<file path="src/rtl/key_debounce_array.sv">
// N-channel key conditioner: 2-FF sync, tick-sampled debounce,
// press/release pulses and optional typematic auto-repeat.
module key_debounce_array #(
    parameter int N_KEYS        = 4,
    parameter int ACTIVE_LOW    = 1,
    parameter int TICK_DIV      = 250000,
    parameter int STABLE_TICKS  = 4,
    parameter int REPEAT_EN     = 1,
    parameter int REPEAT_DELAY  = 100,
    parameter int REPEAT_PERIOD = 20
) (
    input  logic              clk,
    input  logic              resetn,
    input  logic [N_KEYS-1:0] KEY,
    output logic [N_KEYS-1:0] key_level,
    output logic [N_KEYS-1:0] key_press,
    output logic [N_KEYS-1:0] key_release,
    output logic [N_KEYS-1:0] key_repeat,
    output logic              tick
);

    localparam int CW = $clog2(TICK_DIV);
    localparam logic [CW-1:0] TICK_LAST = CW'(TICK_DIV - 1);
    localparam logic [N_KEYS-1:0] INV = {N_KEYS{(ACTIVE_LOW != 0)}};

    localparam int SW = $clog2(STABLE_TICKS + 1);
    localparam logic [SW-1:0] STAB_LAST = SW'(STABLE_TICKS - 1);

    logic [CW-1:0]     r_div;
    logic [N_KEYS-1:0] r_sync1;
    logic [N_KEYS-1:0] r_sync2;
    logic [N_KEYS-1:0] w_raw;
    logic              w_tick;

    assign w_tick = (r_div == TICK_LAST);
    assign w_raw  = r_sync2 ^ INV;
    assign tick   = w_tick;

    always_ff @(posedge clk or negedge resetn) begin
        if (!resetn) begin
            r_div <= '0;
        end else if (w_tick) begin
            r_div <= '0;
        end else begin
            r_div <= r_div + CW'(1);
        end
    end

    // Synchroniser idles at the released pin level.
    always_ff @(posedge clk or negedge resetn) begin
        if (!resetn) begin
            r_sync1 <= INV;
            r_sync2 <= INV;
        end else begin
            r_sync1 <= KEY;
            r_sync2 <= r_sync1;
        end
    end

    for (genvar g = 0; g < N_KEYS; g++) begin : g_ch
        logic [SW-1:0] r_stab;
        logic          r_level;
        logic          r_press;
        logic          r_release;
        logic          w_accept;
        logic          w_acc_press;
        logic          w_acc_rel;

        assign w_accept = w_tick
                        & (w_raw[g] != r_level)
                        & (r_stab == STAB_LAST);
        assign w_acc_press = w_accept & w_raw[g];
        assign w_acc_rel   = w_accept & ~w_raw[g];

        always_ff @(posedge clk or negedge resetn) begin
            if (!resetn) begin
                r_stab    <= '0;
                r_level   <= 1'b0;
                r_press   <= 1'b0;
                r_release <= 1'b0;
            end else begin
                r_press   <= 1'b0;
                r_release <= 1'b0;
                if (w_tick) begin
                    if (w_raw[g] == r_level) begin
                        r_stab <= '0;
                    end else if (w_accept) begin
                        r_level   <= w_raw[g];
                        r_stab    <= '0;
                        r_press   <= w_raw[g];
                        r_release <= ~w_raw[g];
                    end else begin
                        r_stab <= r_stab + SW'(1);
                    end
                end
            end
        end

        assign key_level[g]   = r_level;
        assign key_press[g]   = r_press;
        assign key_release[g] = r_release;

        if (REPEAT_EN != 0) begin : g_rep
            localparam int HMAX = (REPEAT_DELAY > REPEAT_PERIOD) ?
                                  REPEAT_DELAY : REPEAT_PERIOD;
            localparam int HW = $clog2(HMAX + 1);
            localparam logic [HW-1:0] DLY_LAST = HW'(REPEAT_DELAY - 1);
            localparam logic [HW-1:0] PER_LAST = HW'(REPEAT_PERIOD - 1);

            typedef enum logic [1:0] {
                S_IDLE,
                S_DELAY,
                S_REPEAT
            } state_t;

            state_t        r_state;
            logic [HW-1:0] r_hold;
            logic          r_repeat;

            // Press/release acceptance overrides tick counting, so the
            // accept tick never counts toward the delay.
            always_ff @(posedge clk or negedge resetn) begin
                if (!resetn) begin
                    r_state  <= S_IDLE;
                    r_hold   <= '0;
                    r_repeat <= 1'b0;
                end else begin
                    r_repeat <= 1'b0;
                    if (w_acc_press) begin
                        r_state <= S_DELAY;
                        r_hold  <= '0;
                    end else if (w_acc_rel) begin
                        r_state <= S_IDLE;
                        r_hold  <= '0;
                    end else if (w_tick) begin
                        unique case (r_state)
                            S_IDLE: begin
                                r_hold <= '0;
                            end
                            S_DELAY: begin
                                if (r_hold == DLY_LAST) begin
                                    r_repeat <= 1'b1;
                                    r_hold   <= '0;
                                    r_state  <= S_REPEAT;
                                end else begin
                                    r_hold <= r_hold + HW'(1);
                                end
                            end
                            S_REPEAT: begin
                                if (r_hold == PER_LAST) begin
                                    r_repeat <= 1'b1;
                                    r_hold   <= '0;
                                end else begin
                                    r_hold <= r_hold + HW'(1);
                                end
                            end
                            default: begin
                                r_state <= S_IDLE;
                                r_hold  <= '0;
                            end
                        endcase
                    end
                end
            end

            assign key_repeat[g] = r_repeat;
        end else begin : g_norep
            assign key_repeat[g] = 1'b0;
        end
    end

endmodule

</file>
<file path="config.mk">
export PLATFORM = sky130hd
export DESIGN_NAME = key_debounce_array
export DESIGN_NICKNAME = d
export VERILOG_FILES = /design/src/rtl/key_debounce_array.sv
export SDC_FILE = /design/constraint.sdc
export NUM_CORES = 1
export LEC_CHECK = 0
export ABC_AREA = 1
export CAP_MARGIN = 20
export CORE_UTILIZATION = 52
export DETAILED_ROUTE_END_ITERATION = 10
export GPL_TIMING_DRIVEN = 1
export PLACE_DENSITY = 0.69
export SETUP_SLACK_MARGIN = 0.05
export SYNTH_ARGS = -nofsm -noshare
export SYNTH_HDL_FRONTEND = slang
export SYNTH_SLANG_ARGS = --single-unit
</file>
<file path="constraint.sdc">
create_clock -name clk -period 2.35 [get_ports clk]
set_input_delay 0.705 -clock clk [delete_from_list [all_inputs] [get_ports clk]]
set_output_delay 0.705 -clock clk [all_outputs]
set_load 0.01 [all_outputs]
</file>
* Word-level counts from Yosys, hierarchy flattened
Cells that the tools add are included. W data, S select, Z words.
Operators by class: $add $sub $neg 9, $mul 0, divide/modulo/power cells 0, $lt $le $gt $ge 0, equal/unequal tests 37, shift operators 0, mux-type cells 101, bitwise logic cells 25, reductions and logical operators 20
Operators by type and width (count):
- $mux W7 | 20
- $pmux W7 S2 | 4
- $mux W1 | 44
- $mux W2 | 16
- $add A7 B1 Y7 const B | 4
- $eq A7 B5 Y1 const B | 4
- $eq A7 B7 Y1 const B | 4
- $mux W3 | 8
- $reduce_and A3 Y1 | 8
- $add A18 B1 Y18 const B | 1
- $eq A18 B18 Y1 const B | 1
- $mux W18 | 1
- $and A1 B1 Y1 | 16
- $ne A4 B4 Y1 const B | 4
- $pmux W2 S2 | 4
- $add A3 B1 Y3 const B | 4
- $eq A3 B2 Y1 const B | 4
- $ne A3 B1 Y1 const B | 4
- $reduce_bool A3 Y1 | 4
- $eq A2 B1 Y1 const B | 4
- $eq A2 B2 Y1 const B | 4
- $logic_not A2 Y1 | 4
- $not A1 Y1 | 8
- $pmux W1 S2 | 4
- other kinds (4) | 13
Storage, ports and cells: bits in registers 90, latch bits 0, RAM bits 0, memory bits (read-only) 0, input bits 6, logic and storage cells 223, memories 0

* Depth between registers and ports, before layout
Gate-level depths: netlist of the first run.
depth in word-level cells 7, gate-level depth with buffers 10

* Worst setup path before layout of the first run
No wires, ideal clock.
path kind reg-to-output, start point register r_div[0], end point output port tick, arrival time 1.194 ns, slack 0.451 ns, stages on the path, launching flop included 7, cell sequence dfrtp_1 -> ha_1 -> nand3_2 -> inv_2 -> nand3_4 -> nor2_8 -> buf_6
Between the ends: cells in the longest elaborated chain, start to end 1
Ends and longest elaborated chain:
- start: declaration | RTL line 29 | logic [CW-1:0] r_div;
- start signal: assignment | RTL line 45 | r_div <= r_div + CW'(1);
- $eq A18 B18 Y1 | RTL line 35 | assign w_tick = (r_div == TICK_LAST);
- end: declaration | RTL line 19 | output logic tick
Every way passes these cells.

* Final worst setup path of the first run
start point register r_div[1], end point output port tick
The elaborated chain is that of the path after synthesis.

==> impl_metrics.json, run 1 <==
{
  "tns_ns": 0,
  "crit_path_start_kind": "flop",
  "hpwl_mm": 6.959,
  "outcome": "completed",
  "syn_area_um2": 5239,
  "fp-row-count": 36,
  "area_delta_synth_final_pct": 8.694,
  "die_h_um": 102.4,
  "antenna_found_initial": 0,
  "max_freq_ghz": 0.4531,
  "synth-edff-count": 0,
  "finalSetupViolCount": 0,
  "overflow": 0,
  "wl_per_cell_um": 12.57,
  "worstPathRequired_ns": 1.64,
  "drt-vias-per-instance": 5.133,
  "drt_iter0_drc": 246,
  "cts_root_buf": "clkbuf_8",
  "synthXorXnorAreaFrac_pct": 4.180,
  "placed_area_um2": 5500,
  "nNetsFinal": 696,
  "slew_headroom_pct": 66.13,
  "vdd_drop_max_v": 0.0003440,
  "ctsLongestPathBuffers": 2,
  "vias": 4142,
  "synthFlopType": "dfrtp_1",
  "final_common_cell": "nand2_1",
  "grt_max_degree": 91,
  "synthMuxAreaShare_pct": 0,
  "rsz0062_at_grt": "no",
  "final_area_um2": 5694,
  "initial_core_util_pct": 53.60,
  "power_density_nw_per_um2": 456.6,
  "ys_ff_latch": 90,
  "worstHoldPathType": "primary input to async pin",
  "drv_cap": 0,
  "detail-route-antenna-nets": 0,
  "critical_path_class": "flop to output port",
  "hold_buffers": 0,
  "cts_max_level": 3,
  "leakage_uw": 0.002805,
  "cts_buffers": 9,
  "grt_pass1_vias": 3931,
  "core_area_um2": 9774,
  "synth_cells": 651,
  "synth_compound_area_share_pct": 6.234,
  "synth_top_family_by_area": "simple AND/OR/NAND/NOR gates",
  "place_congestion": 0.8291,
  "clkTransAtPathRegs_ns": 0.09,
  "grt_pass1_wl_mm": 17.51,
  "first_pass_iters": 4,
  "finalMaxSlewViolations": 0,
  "crit_end": "tick",
  "rr_startpoint": "r_div[1]",
  "r2r_setup_slack_ns": 0.36,
  "fin_crit_sh_pct": 93.92,
  "tightest_slew_ns": 0.5080,
  "port_buffers": 22,
  "dp.cells": 789,
  "min_period_ns": 2.207,
  "syn_area_per_cell_um2": 8.047,
  "drc": 0,
  "holdWs_ns": 0.3572,
  "instances_no_fill": 807,
  "worstSetupEndpointType": "output port",
  "io_pins": 23,
  "insertion_delay_ns": 0.36,
  "synth_fp_nets": 678,
  "utilization_pct": 58.26,
  "arrival_ns": 1.50,
  "die_w_um": 102.4,
  "synth_cell_types": 36,
  "dieArea_um2": 10480,
  "rr_worst_depth": 9,
  "cts_tree": "done",
  "worstPathMaxFanout": 3,
  "critPathLaunch": "r_div[1]",
  "drive_above_1_share_pct": 10.83,
  "synth-simple-area-share_pct": 30.91,
  "synth-adder-area-share_pct": 5.016,
  "hold_viol_final": 0,
  "synth-seq-area-share_pct": 43.18,
  "cts.sinks": 90,
  "yosys_warnings": 0,
  "grt.total_usage_pct": 21.54,
  "n_antenna_cell": 0,
  "worst_r2r_endpoint": "g_ch[0].g_rep.r_state[1]",
  "fin_worst_skew_ns": 0.01844,
  "async_flop_share_pct": 100.0,
  "wl_mm": 10.15,
  "final_cell_mix": "nand2_1 (151), inv_1 (87), dfrtp_1 (82)"
}
==> through the flow <==
step,power [µW],setup WS [ns]
6_report,2600,0.1428
5_1_grt,2702,0.05234
4_1_cts,2638,0.1253
3_5_place_dp,1652,0.1145
3_3_place_gp,1651,0.1469
2_1_floorplan,1606,0.4507
==> final cells by class <==
class,count,area [µm²]
clock buffers,12,145.1
clock inverters,4,36.28
fillers,905,4080
inverters,93,349.1
multi-input cells,444,2430
flip-flops and latches,90,2262
well taps,133,166.4
repair buffers,31,305.3
==> cells by family (layout without fill, tap and decap cells) <==
kind of cell / count (synthesis) / after routing
XOR/XNOR: 25 / 25
AND/OR/NAND/NOR: 341 / 341
flip-flops: 90 / 90
adder cells (fa/ha/maj): 21 / 21
AO/OA/AOI/OAI: 57 / 57
buffers and inverters: 117 / 140
==> routing by layer <==
layer,vias up,global-route usage [%],part of all wire [%]
met2,65,37.64,49
met5,-,0,0
met4,0,6.813,1.1
met1,1988,26.74,47
li1,2077,-,-
met3,12,4.378,3.4
==> state kept, by name (all words and copies together) (netlist names) <==
signal               cells
g_ch.g_rep.r_hold       28
r_div                   18
g_ch.r_stab             12
g_ch.g_rep.r_state       8
g_ch.g_rep.r_repeat      4
g_ch.r_level             4
g_ch.r_press             4
g_ch.r_release           4
r_sync1                  4
r_sync2                  4
==> critical path: stages, from the launching register on <==
cell and delay [ns]:
dfrtp_1 0.39, ha_2 0.20, nand3_2 0.11, inv_2 0.10, nand3_4 0.09, nor2_8 0.11
buf_2 0.14
==> report_power, final <==
part | switching (µW) | internal [µW] | total, µW | leakage, µW
Clock | 556 | 426 | 982 | 0.0000887
Sequential | 3.95 | 1560 | 1560 | 0.00122
Combinational | 40.2 | 14.1 | 54.3 | 0.00150
==> cell usage after synthesis (12+ instances only) <==
cell / count / area share, %
buf_4: 16 / 2.3
dfrtp_1: 82 / 39
ha_1: 21 / 5.0
inv_1: 87 / 6.2
nand2_1: 151 / 11
nand3_1: 69 / 6.6
nand4_1: 12 / 1.4
nor2_1: 78 / 5.6
o21ai_0: 13 / 1.2
o21ai_1: 24 / 2.3
xor2_1: 17 / 2.8
==> timing repair <==
action,CTS,global route
resized for setup,5,0
setup endpoints to repair,1,0
hold endpoints to repair,0,0
setup buffers,2,0
==> worst min-delay path by stage <==
stage	start	to	cells after the start	slack (ns)
after floorplan	r_sync1[0]	r_sync2[0]	0	0.35
after global placement	r_sync1[1]	r_sync2[1]	0	0.35
after detailed placement	r_sync1[0]	r_sync2[0]	0	0.35
after CTS	r_sync1[0]	r_sync2[0]	0	0.36
after global routing	r_sync1[3]	r_sync2[3]	0	0.36
final	resetn	g_ch[0].g_rep.r_hold[6]	2	0.36
Power figures use the tool's default switching activity.
==> run 2, diff against run 1 <==
- CTS_CLUSTER_SIZE: unset -> 25
==> results of run 2 <==
The final DEF is identical to that of run 1; final timing and power are the same.
